--- src/rtl/btn_sched_pkg.sv ---
// btn_sched_pkg: shared types, constants and the round-robin arbiter function
package btn_sched_pkg;

    typedef enum logic {IDLE, OFFER} sched_state_t;

    localparam int SYNC_STAGES = 2;
    localparam int MAX_BTNS = 16;

    // Scans last_grant+num down to last_grant+1 so the nearest set bit after last_grant is written last
    function automatic int rr_next(logic [MAX_BTNS-1:0] pending, int last_grant, int num);
        int idx;
        int win;
        win = 0;
        for (int k = num; k >= 1; k--) begin
            idx = last_grant + k;
            if (idx >= num) idx -= num;
            if (pending[idx]) win = idx;
        end
        return win;
    endfunction

endpackage

--- src/rtl/button_debouncer.sv ---
// button_debouncer: two-flop synchronizer and stable-count debounce for a single button
module button_debouncer
    import btn_sched_pkg::*;
#(
    parameter int DEBOUNCE_CYCLES = 100000
) (
    input  logic clk,
    input  logic rst,
    input  logic raw,
    output logic level
);

    localparam int CNT_W = $clog2(DEBOUNCE_CYCLES);

    logic [SYNC_STAGES-1:0] sync_q;
    logic [CNT_W-1:0] cnt;
    logic sync;

    assign sync = sync_q[SYNC_STAGES-1];

    always_ff @(posedge clk) begin
        if (rst) begin
            sync_q <= '0;
            cnt <= '0;
            level <= 1'b0;
        end else begin
            sync_q <= {sync_q[SYNC_STAGES-2:0], raw};
            if (sync == level) begin
                cnt <= '0;
            end else if (cnt == CNT_W'(DEBOUNCE_CYCLES - 1)) begin
                level <= sync;
                cnt <= '0;
            end else begin
                cnt <= cnt + 1'b1;
            end
        end
    end

endmodule

--- src/rtl/button_event_scheduler.sv ---
// button_event_scheduler: debounces buttons, turns presses into pending events and
// offers them round-robin on a single valid/ready channel.
module button_event_scheduler
    import btn_sched_pkg::*;
#(
    parameter int NUM_BTNS = 5,
    parameter int DEBOUNCE_CYCLES = 100000,
    localparam int ID_W = $clog2(NUM_BTNS)
) (
    input  logic                clk,
    input  logic                rst,
    input  logic [NUM_BTNS-1:0] btn_in,
    output logic                evt_valid,
    input  logic                evt_ready,
    output logic [ID_W-1:0]     evt_id,
    output logic [NUM_BTNS-1:0] btn_level,
    output logic [NUM_BTNS-1:0] overrun,
    input  logic                clr_overrun
);

    sched_state_t state, state_n;
    logic [NUM_BTNS-1:0] level_d, press, pending, accept_vec;
    logic [ID_W-1:0] last_grant, id_n, grant_n;
    logic valid_n, accept;

    for (genvar g = 0; g < NUM_BTNS; g++) begin : g_deb
        button_debouncer #(.DEBOUNCE_CYCLES(DEBOUNCE_CYCLES)) u_deb (
            .clk  (clk),
            .rst  (rst),
            .raw  (btn_in[g]),
            .level(btn_level[g])
        );
    end

    assign accept = (state == OFFER) && evt_ready;
    assign accept_vec = accept ? NUM_BTNS'(1) << evt_id : '0;

    // A press landing on the accepted button re-arms it, so it is neither lost nor an overrun
    always_ff @(posedge clk) begin
        if (rst) begin
            state <= IDLE;
            evt_valid <= 1'b0;
            evt_id <= '0;
            last_grant <= ID_W'(NUM_BTNS - 1);
            level_d <= '0;
            press <= '0;
            pending <= '0;
            overrun <= '0;
        end else begin
            state <= state_n;
            evt_valid <= valid_n;
            evt_id <= id_n;
            last_grant <= grant_n;
            level_d <= btn_level;
            press <= btn_level & ~level_d;
            pending <= press | (pending & ~accept_vec);
            overrun <= (clr_overrun ? '0 : overrun) | (press & pending & ~accept_vec);
        end
    end

    always_comb begin
        state_n = state;
        valid_n = evt_valid;
        id_n = evt_id;
        grant_n = last_grant;
        if (state == IDLE) begin
            if (|pending) begin
                state_n = OFFER;
                valid_n = 1'b1;
                id_n = ID_W'(rr_next(MAX_BTNS'(pending), int'(last_grant), NUM_BTNS));
            end
        end else if (evt_ready) begin
            state_n = IDLE;
            valid_n = 1'b0;
            grant_n = evt_id;
        end
    end

endmodule

--- config.mk ---
export PLATFORM = sky130hd
export DESIGN_NAME = button_event_scheduler
export DESIGN_NICKNAME = d
export VERILOG_FILES = /design/src/rtl/btn_sched_pkg.sv /design/src/rtl/button_debouncer.sv /design/src/rtl/button_event_scheduler.sv
export SDC_FILE = /design/constraint.sdc
export NUM_CORES = 1
export LEC_CHECK = 0
export ABC_AREA = 1
export BUFFER_PORTS_ARGS = -buffer_cell sky130_fd_sc_hd__buf_2
export CORE_MARGIN = 8
export CORE_UTILIZATION = 42
export CTS_CLUSTER_DIAMETER = 30
export DETAILED_ROUTE_END_ITERATION = 8
export GPL_TIMING_DRIVEN = 0
export PLACE_DENSITY = 0.67
export REMOVE_ABC_BUFFERS = 1
export SYNTH_ARGS = -nofsm -noshare
export SYNTH_HDL_FRONTEND = slang
export SYNTH_SLANG_ARGS = --single-unit
--- constraint.sdc ---
create_clock -name clk -period 2.6 [get_ports clk]
set_input_delay 0.13 -clock clk [delete_from_list [all_inputs] [get_ports clk]]
set_output_delay 0.13 -clock clk [all_outputs]
set_load 0.01 [all_outputs]
==> metrics <==
status=finished, final reports clean; area leader, netlist=dfxtp_1; DR pass1 iterations=5; hold path depth=4; largest net degree at the start of global routing=37; via count=5711; DRC viols=0; Overflow after GRT=0; WP depth=17; root buffer cell=clkbuf_16; simple-gate share of the synthesized area=0.334; Compound-Gate Fraction of Synth Area=0.114; first-pass GRT wire length=22500 um; net load switching power=877 uW; register area share after synthesis=0.399; final setup fails=0; setup TNS=0 ns; CTS tree=yes; post-synth design cell area=6420 um^2; top post-synthesis cells by area=dfxtp_1 (40%), nand2_1 (9.5%), inv_1 (8.5%); final wirelength=13300 um; Critical Path Max Stage Delay=0.37 ns; Hold EP=overrun[2]; Mean Syn Cell Area=6.99 um^2; Syn Inst Count=919; Max-cap violations=0; Synth async-reset ratio=0; worst reg2reg path startpoint=last_grant[1]; fraction of the mapped netlist area in adder cells=0.0331; post-synthesis xor/xnor area fraction=0.0177; register area=2570 um^2; clk_skew=0.00810 ns; Net Sw Frac=0.189; Core Box Area=15100 um^2; worst hold start=clr_overrun; IO Port Bufs=22; Die ar.=19500 um^2; Die Ht=140 um; Final nets=984; post-route clock period utilization=0.947; routed len/inst=11.4 um; area grow syn2layout=17.8%; Comb pwr share=0.012; GRT Overall Usage=0.138; Post-synth EDFFs=0; synth unique cells=44; PwrDens=613 nW/um^2; Fmax=0.406 GHz; H-tree depth=4; reg2reg end=evt_id[1]; Final GP Congestion=0.833; num ports=23; latest clock arrival within the worst-skew pair=0.42 ns; CP Buf/Inv Count=4; CP dominant cell by count=nand2_1; Layout fillers=1483; critical path, cell by cell=clkinvlp_4 > buf_4 > ha_1 > inv_1 > nand3_1 > nor2_1 > nand2_1 > nand2_2 > nand3_1 > a21oi_1 > nand2_2 > nand2_1 > inv_1 > nand2_1 > nand2_1 > nand2_1 > a21oi_2; CP max FO=6; FP Rows=45; initial core utilization=0.426; kind of critical path=flop to flop; Top delay family on crit path=simple AND/OR/NAND/NOR gates; hold_ws=0.112 ns; WP data arrival=2.73 ns; CTS clk-pin slew, worst paths=0.05 ns; area of the multi-input gates=3300 um^2; # clock sinks=128; Final Hold Viols=0; share of cells above drive strength 1=0.128; worst reg2reg setup slack=0.14 ns; Crit-path slowest cell=dfxtp_4; CTS Buffer Depth=2; top cell type's share of synthesized area=0.399; Relative slew margins=0.406; Yosys reg bits=128; Final ANT Viol Nets=0; Diodes inserted=0; Int Pwr=3760 uW; Worst Tran Pin Value=0.884 ns; Hold Path Class=input port to flop; yosys warns=0; DR vias/cell=4.93; Tmin final=2.46 ns; 1st-iter DRT viols=337; largest family of logic cells by synthesized area=simple AND/OR/NAND/NOR gates; Max VDD drop=646 uV; leakage power=0.00309 uW; vias in the first global route=5164; total CTS buffers=17; Final Slew Violations=0; clock power share=0.562; sequential power share=0.426; Setup crit end kind=flop; startpoint types=flop; Synth Flop Type=dfxtp_1; Worst Reg-to-Reg Cells=17; initial antenna violation count=0; multiplexer share of the synthesized area=0; required time of the critical path=2.87 ns; post-DP HPWL=9350 um; Die W=140 um
layer usage:
metal / global-route usage / vias to the layer above / share of wire
met4: 0.0651 / 0 / 0.031
met5: 0 / - / 0
met1: 0.160 / 2547 / 0.47
met3: 0.0342 / 31 / 0.029
met2: 0.236 / 83 / 0.47
li1: - / 3050 / -
state kept, by name (all words and copies together), names as in the netlist:
name,count
last_grant,3
overrun,5
press,5
evt_id,3
level_d,5
state,1
g_deb.u_deb.cnt,85
evt_valid,1
g_deb.u_deb.sync_q,10
g_deb.u_deb.level,5
pending,5
power groups by stage:
stage	sequential (uW)	clock, uW	combinational, uW
3_5_place_dp	2020	0	51.9
4_1_cts	1980	2670	58.0
3_3_place_gp	2020	0	51.5
6_report	1970	2610	57.2
2_1_floorplan	2020	0	27.0
5_1_grt	1970	2740	64.8
worst register-to-register path: stages (launching register included):
cell and delay, ns:
dfxtp_4 0.37, clkinvlp_4 0.20, buf_4 0.20, ha_1 0.21, inv_1 0.14, nand3_1 0.11, nor2_1 0.09, nand2_1 0.11
nand2_2 0.13, nand3_1 0.08, a21oi_1 0.21, nand2_2 0.11, nand2_1 0.08, inv_1 0.03, nand2_1 0.05, nand2_1 0.05
nand2_1 0.10, a21oi_2 0.06
kinds of logic (layout without fill, tap and decap cells):
| kind of cell | Yosys count | count (layout) |
|---|---|---|
| XOR/XNOR | 13 | 13 |
| adder cells (fa/ha/maj) | 17 | 17 |
| AND/OR/NAND/NOR | 463 | 463 |
| buffers and inverters | 167 | 219 |
| flip-flops | 128 | 128 |
| AO/OA/AOI/OAI | 131 | 131 |
timing repair:
action / in CTS / in global routing
pin swaps: 0 / 4
resized for setup: 10 / 28
hold endpoints to repair: 5 / 0
setup buffers: 3 / 4
hold buffers: 5 / 0
endpoints found under the setup margin: 3 / 3
worst max-delay path by stage:
| stage | startpoint | endpoint |
|---|---|---|
| 6_report | last_grant[1] | evt_id[1] |
| 4_1_cts | last_grant[1] | evt_id[1] |
| 2_1_floorplan | last_grant[0] | evt_id[1] |
| 3_3_place_gp | last_grant[0] | evt_id[1] |
| 3_5_place_dp | last_grant[0] | evt_id[1] |
| 5_1_grt | last_grant[1] | evt_id[1] |
Yosys cell counts (2+ instances only):
| master | n |
|---|---|
| a21oi_1 | 61 |
| a21oi_2 | 9 |
| a22oi_1 | 2 |
| buf_1 | 2 |
| buf_4 | 5 |
| clkbuf_1 | 5 |
| clkinv_1 | 3 |
| dfxtp_1 | 128 |
| ha_1 | 17 |
| inv_1 | 145 |
| inv_2 | 4 |
| nand2_1 | 162 |
| nand2_2 | 7 |
| nand2_4 | 7 |
| nand3_1 | 66 |
| nand3_2 | 6 |
| nand3b_1 | 5 |
| nand4_1 | 14 |
| nor2_1 | 131 |
| nor3_1 | 33 |
| nor3b_1 | 11 |
| nor4_1 | 13 |
| o21a_1 | 6 |
| o21ai_0 | 42 |
| o21ai_1 | 4 |
| o21ai_2 | 2 |
| xnor2_1 | 3 |
| xor2_1 | 10 |
cell type report:
type | instances | area share
inverter | 153 | 0.0770
timing repair buffer | 34 | 0.0296
multi-input combinational | 624 | 0.436
tap | 188 | 0.0311
clock inverter | 10 | 0.0240
clock buffer | 22 | 0.0627
sequential | 128 | 0.340
per-stage QoR:
| stage | instances | cell area (um^2) | power [uW] | utilization | setup WS (ns) |
|---|---|---|---|---|---|
| after detailed placement | 1115 | 6690 | 2070 | 0.443 | -0.793 |
| final | 1159 | 7570 | 4640 | 0.502 | 0.138 |
| after global placement | 1115 | 6690 | 2070 | 0.443 | -0.765 |
| after floorplan | 905 | 6340 | 2040 | - | -0.0652 |
| after global routing | 1159 | 7570 | 4780 | 0.502 | -0.0684 |
| after CTS | 1155 | 7440 | 4700 | 0.493 | 0.0202 |
placed cells by master, fill, tap and decap left out, types with 6 or more instances in the layout:
| cell | n |
|---|---|
| nor2_1 | 131 |
| ha_1 | 15 |
| o21a_1 | 6 |
| nand2_1 | 152 |
| dfxtp_1 | 125 |
| inv_2 | 7 |
| o21ai_0 | 39 |
| nor3b_1 | 11 |
| a21oi_2 | 8 |
| nand2_2 | 17 |
| nand2_4 | 7 |
| xor2_1 | 10 |
| buf_2 | 22 |
| nor4_1 | 13 |
| a21oi_1 | 61 |
| nor3_1 | 33 |
| nand4_1 | 14 |
| clkbuf_16 | 17 |
| inv_1 | 140 |
| nand3_1 | 66 |
Note: power is estimated with default switching activity, not from simulation.
